--- config.mk ---
export PLATFORM = sky130hd
export DESIGN_NAME = forward_select_unit
export DESIGN_NICKNAME = d
export VERILOG_FILES = /design/src/rtl/forward_select_unit.sv
export SDC_FILE = /design/constraint.sdc
export NUM_CORES = 1
export LEC_CHECK = 0
export ABC_AREA = 1
export CAP_MARGIN = 40
export CORE_UTILIZATION = 48
export CTS_BUF_LIST = sky130_fd_sc_hd__clkbuf_4
export DETAILED_ROUTE_END_ITERATION = 7
export PLACE_DENSITY = 0.81
export SETUP_SLACK_MARGIN = 0.3
export SLEW_MARGIN = 20
export SYNTH_ARGS = -nofsm -noshare
export SYNTH_HDL_FRONTEND = slang
export SYNTH_SLANG_ARGS = --single-unit
--- constraint.sdc ---
create_clock -name clk_i -period 1.61 [get_ports clk_i]
set_input_delay 0.2415 -clock clk_i [delete_from_list [all_inputs] [get_ports clk_i]]
set_output_delay 0.2415 -clock clk_i [all_outputs]
set_load 0.02 [all_outputs]
--- src/rtl/forward_select_unit.sv ---
// -----------------------------------------------------------------------------
// forward_select_unit
//
// Purpose:
//   Produces the 2-bit operand-select codes for the EX-stage 3-to-1 operand
//   muxes of the pipelined CPU, plus the load-use stall request. A shadow
//   pipeline of destination-register records (EX, MEM, WB) is fed from the
//   ID-stage decode. The select codes are registered at the ID->EX boundary,
//   so they are stable for the whole EX cycle of the instruction they belong
//   to.
//
//   Select encoding (matches the mux data inputs):
//     00 = register-file data, 01 = MEM/WB writeback data,
//     10 = EX/MEM ALU result,  11 = never driven.
//
// Ports:
//   clk_i          in   clock, rising edge
//   rst_i          in   synchronous, active-high reset
//   id_rs_i        in   source register A of the instruction in ID
//   id_rt_i        in   source register B of the instruction in ID
//   id_rd_i        in   destination register of the instruction in ID
//   id_regwrite_i  in   instruction in ID writes the register file
//   id_memread_i   in   instruction in ID is a load
//   flush_i        in   squash the instruction in ID
//   forward_a_o    out  select code for the operand-A mux in EX
//   forward_b_o    out  select code for the operand-B mux in EX
//   stall_o        out  hold PC and IF/ID (combinational)
// -----------------------------------------------------------------------------
module forward_select_unit #(
    parameter int REG_AW   = 5,
    parameter int ZERO_REG = 0
) (
    input  logic              clk_i,
    input  logic              rst_i,
    input  logic [REG_AW-1:0] id_rs_i,
    input  logic [REG_AW-1:0] id_rt_i,
    input  logic [REG_AW-1:0] id_rd_i,
    input  logic              id_regwrite_i,
    input  logic              id_memread_i,
    input  logic              flush_i,
    output logic [1:0]        forward_a_o,
    output logic [1:0]        forward_b_o,
    output logic              stall_o
);

    localparam logic [REG_AW-1:0] ZERO = REG_AW'(ZERO_REG);

    localparam logic [1:0] SEL_REGFILE = 2'b00;
    localparam logic [1:0] SEL_WB      = 2'b01;
    localparam logic [1:0] SEL_EXMEM   = 2'b10;

    typedef struct packed {
        logic [REG_AW-1:0] rd;
        logic              regwrite;
        logic              memread;
    } rec_t;

    localparam rec_t BUBBLE = '{rd: '0, regwrite: 1'b0, memread: 1'b0};

    rec_t ex_r;
    rec_t mem_r;
    rec_t wb_r;

    logic [1:0] fwd_a_next;
    logic [1:0] fwd_b_next;

    // A producer only matters if it actually writes, and the zero register
    // is hard-wired so it is never a forwarding target.
    function automatic logic hz(input rec_t rec, input logic [REG_AW-1:0] s);
        return rec.regwrite && (rec.rd == s) && (s != ZERO);
    endfunction

    // Nearest producer wins: ex_r will sit in MEM during the consumer's EX,
    // mem_r will sit in WB. wb_r is already written back (write-first
    // register file), so it is never a source.
    function automatic logic [1:0] fwd_code(input rec_t ex, input rec_t mem,
                                            input logic [REG_AW-1:0] s);
        if (hz(ex, s))       return SEL_EXMEM;
        else if (hz(mem, s)) return SEL_WB;
        else                 return SEL_REGFILE;
    endfunction

    // A load still in EX cannot supply its data in time for the next
    // instruction; holding ID for one cycle turns it into a 01 forward.
    assign stall_o = ex_r.memread && ex_r.regwrite && (ex_r.rd != ZERO) &&
                     ((ex_r.rd == id_rs_i) || (ex_r.rd == id_rt_i));

    always_comb begin
        // NOTE: every always_comb output gets a default first so no path
        // leaves it unassigned, which would infer a latch.
        fwd_a_next = SEL_REGFILE;
        fwd_b_next = SEL_REGFILE;
        if (!stall_o && !flush_i) begin
            fwd_a_next = fwd_code(ex_r, mem_r, id_rs_i);
            fwd_b_next = fwd_code(ex_r, mem_r, id_rt_i);
        end
    end

    // NOTE: state is updated with non-blocking assignments so every register
    // samples the pre-edge values (mem_r gets the old ex_r, not the new one).
    always_ff @(posedge clk_i) begin
        if (rst_i) begin
            ex_r        <= BUBBLE;
            mem_r       <= BUBBLE;
            wb_r        <= BUBBLE;
            forward_a_o <= SEL_REGFILE;
            forward_b_o <= SEL_REGFILE;
        end else begin
            mem_r       <= ex_r;
            wb_r        <= mem_r;
            forward_a_o <= fwd_a_next;
            forward_b_o <= fwd_b_next;
            if (stall_o || flush_i) begin
                ex_r <= BUBBLE;
            end else begin
                ex_r <= '{rd: id_rd_i, regwrite: id_regwrite_i,
                          memread: id_memread_i};
            end
        end
    end

    // The WB record exists only for debug observation; this reduction keeps
    // it referenced without it driving any output.
    logic unused_wb;
    assign unused_wb = ^wb_r;

endmodule
==> results of run 1 <==
-- cell families after synthesis --
group	Yosys count	synth area share [%]
xor gates and xnor gates	5	5.081
and+or+nand+nor	83	39.33
buffers and inverters	28	13.06
AOI/OAI and AO/OA	5	3.047
DFF	17	39.48
-- metrics by stage --
stage	setup TNS [ps]	cells	worst slack [ps]	hold slack, ps	utilization (%)
floorplan	0	138	409.8	312.9	-
global placement	-1254	203	-601.1	555.7	78.81
detailed placement	-2003	203	-643.4	556.3	78.81
CTS	-12.60	226	-12.60	452.7	94.19
-- repair_timing --
item,CTS
gates resized for setup,46
setup endpoints to repair,16
setup buffers,18
hold buffers,0
pin swaps,18
gates cloned,1
hold endpoints to repair,0
-- synth_stat cells --
cell type / number
nor3_1: 2
buf_6: 1
nor2_1: 28
xor2_1: 2
dfxtp_1: 17
nand4_1: 4
nand2_1: 40
inv_1: 26
o21ai_0: 3
a21oi_1: 1
or2_2: 1
o22ai_1: 1
xnor2_1: 3
nand2_2: 2
nand3_1: 6
inv_2: 1
==> results.ini, run 1 <==
[synthesis]
syn-instance-count=138
netlist.area_leader.share_pct=39.48
synth_area_leader_cell=dfxtp_1
synthesis.nets=158
ys_ff_latch=17
yosys.cell_types.count=16
synth_area_leaders=dfxtp_1 (39%), nand2_1 (17%), nor2_1 (12%), inv_1 (11%), nand3_1 (3.5%)
yosysWarnings=0
syn_area_per_cell_um2=6.247
netlist_area_um2=862.1
ys_seq_area_share_pct=39.48

[status]
error_message=[ERROR DPL-0038] Utilization greater than 100%, impossible to legalize
status=stopped before the end
failed_stage=5_1_grt

[place]
dpl.hpwl_um=1793
gp_congestion=0.9380
io_buffers=24
placed_cell_area_mm2=0.001256

[clock_network]
cts_sinks=17
cts_buffers=3
cts_buffer_depth=2
h-tree-depth=1
root_buffer=clkbuf_4

[floorplan]
die_w_um=44.38
num_rows=14
ios=25
die_h_um=44.38
start_util_pct=54.08

[sta]
worst-ep-kind=output port
grt-worst-endpoint=stall_o

[grt]
grt_start_max_net_pins=11

==> run 2, diff against run 1 <==
--- a/config.mk
+++ b/config.mk
@@ -7,11 +7,10 @@
 export LEC_CHECK = 0
 export ABC_AREA = 1
 export CAP_MARGIN = 40
-export CORE_UTILIZATION = 48
-export CTS_BUF_LIST = sky130_fd_sc_hd__clkbuf_4
+export CORE_AREA = 2 2 63 65
 export DETAILED_ROUTE_END_ITERATION = 7
-export PLACE_DENSITY = 0.81
-export SETUP_SLACK_MARGIN = 0.3
+export DIE_AREA = 0 0 65 67
+export PLACE_DENSITY_LB_ADDON = 0.15
 export SLEW_MARGIN = 20
 export SYNTH_ARGS = -nofsm -noshare
 export SYNTH_HDL_FRONTEND = slang
==> results.ini, run 2 <==
[synthesis]
synth_area_leaders=dfxtp_1 (39%), nand2_1 (17%), nor2_1 (12%), inv_1 (11%), nand3_1 (3.5%)
yosys.cell_types.count=16
ys_seq_area_share_pct=39.48
synthesis.nets=158
synth.most_common_cell=nand2_1
yosysWarnings=0
ys_ff_latch=17
async_flop_share_pct=0
synth_enable_flop_cells=0
syn-instance-count=138
syn_area_per_cell_um2=6.247
netlist.area_leader.share_pct=39.48
synth_area_leader_cell=dfxtp_1
netlist_area_um2=862.1
synth_common_cells=nand2_1 (40), nor2_1 (28), inv_1 (26)
ys.flop_type=dfxtp_1

[clock_network]
clk_pin_slew_ps=70
cts_sinks=17
clk_latency_ps=250
cts_buffer_depth=2
root_buffer=clkbuf_8
hold_buffers=0
cts_buffers=3
h-tree-depth=1
cts_tree=yes

[floorplan]
ios=25
dieArea_mm2=0.004355
die_h_um=67
start_util_pct=23.91
num_rows=22
fp.coreArea_mm2=0.003606
die_w_um=65

[place]
placed_cell_area_mm2=0.001286
gp_congestion=0.7947
dpl.hpwl_um=1866
io_buffers=24

[route]
viasPerCell=4.082
wl_um=2509
drc=0
drt-met1-wl_um=1076
met3_length_um=98
vias=996
top_layer_used=met4
wl_met2_um=1264
final_antenna_net_count=0
firstDrtPassIters=4
post_drt_wl_per_cell_um=10.28
initialDrtViolationCount=63

[final_layout]
multiInputGateArea_um2=480.5
reg_top3=ex_r (7), mem_r (6)
largest_reg_flops=7
final_area_mm2=0.001515
num_antenna_cells=0
final_common_cell=nand2_1
regMostFlops=ex_r
seq_area_um2=354.1
final_cell_mix=nand2_1 (33), buf_4 (29), nor2_1 (24)
drive_above_1_share_pct=33.16
nFillCells=387
layout.nets=217
area_growth_pct=75.76
post-route-util_pct=42.02

[sta]
slew_viol_final=0
clock_skew_ps=1.204
tightestPinTransition_ps=226.5
rsz0062_at_grt=true
setup_viol=0
period_share_pct=99.20
fmax_mhz=626.1
slew_headroom_pct=84.79
hold_violations=0
min_period_ps=1597

[grt]
antenna_found_initial=0
grt_usage_pct=12.69
grt_pass1_wl_um=4174
grt_start_max_net_pins=12
grt_pass1_vias=970
grt_overflow=0

[job]
cap_violations=0

[pwr]
p_leak_nw=0.7489
p_total_mw=0.9804
ir_drop_v=0.0002895
p_per_area_mw_per_mm2=647.0

[critical_path]
crit_path_start=id_rt_i[4]
start_kind=input pin
critPathKind=input pin to output pin
worstReg2RegStart=ex_r[2]
worst_setup_path_end_kind=output pin
rrSetupSlack_ps=120
required_ps=1370
r2r-end=forward_a_o[1]
arrival_ps=1360
cp_max_fo=2
crit_end=stall_o
reg2regPathDepth=13

[hold_path]
hold_path.class=flip-flop to flip-flop

[status]
status=finished, final reports clean

[run 2: worst min path at each step]
stage,cells after the start,endpoint,slack [ps],from
after floorplan,1,mem_r[1],310,rst_i
after global placement,2,mem_r[1],460,ex_r[1]
after detailed placement,2,mem_r[1],460,ex_r[1]
after CTS,2,mem_r[1],470,ex_r[1]
after global routing,2,mem_r[1],500,ex_r[1]
final,2,mem_r[1],480,ex_r[1]
[run 2: area by class of cell]
cell class	instances	area share [%]
flip-flops and latches	17	23.37
well taps	48	3.964
multi-input cells	93	31.71
repair buffers	55	31.13
clock buffers	4	2.973
inverters	27	6.854
[run 2: metrics by stage]
stage | TNS [ps] | instances | hold WS (ps) | worst slack (ps)
floorplan | 0 | 138 | 312.9 | 409.8
detailed placement | -1555 | 227 | 463.1 | -615.1
CTS | 0 | 243 | 470.8 | 15.62
global route | -51.71 | 244 | 498.9 | -49.20
finish | 0 | 244 | 483.3 | 12.91
global placement | -1432 | 227 | 458.3 | -611.7
[run 2: logic make-up after synthesis]
kind of cell / after synthesis / share of synthesized area [%]
AO/OA/AOI/OAI: 5 / 3.047
XOR/XNOR: 5 / 5.081
buffers and inverters: 28 / 13.06
flip-flops: 17 / 39.48
AND/OR/NAND/NOR: 83 / 39.33
[run 2: what timing repair did]
action,4_1_cts,5_1_grt
gates resized for setup,22,27
endpoints found under the setup margin,1,11
pin swaps,5,17
buffers inserted,12,2
[run 2: power breakdown]
| group | internal, mW | total [mW] | switching [mW] |
|---|---|---|---|
| combinational | 0.127 | 0.220 | 0.0926 |
| sequential | 0.429 | 0.442 | 0.0126 |
| clock | 0.175 | 0.318 | 0.143 |
[run 2: routing by layer]
layer	global-route usage, %	vias up
met5	0	-
met4	5.851	0
met3	2.196	6
met2	22.42	19
met1	14.88	445
li1	-	526
[run 2: critical path, cell delays in order]
cell             delay (ps)
clkdlybuf4s50_1         460
xnor2_1                 240
nand3_1                 130
nand2_2                  80
nand2_2                  60
inv_2                    50
buf_6                   100
Power figures use the tool's default switching activity.
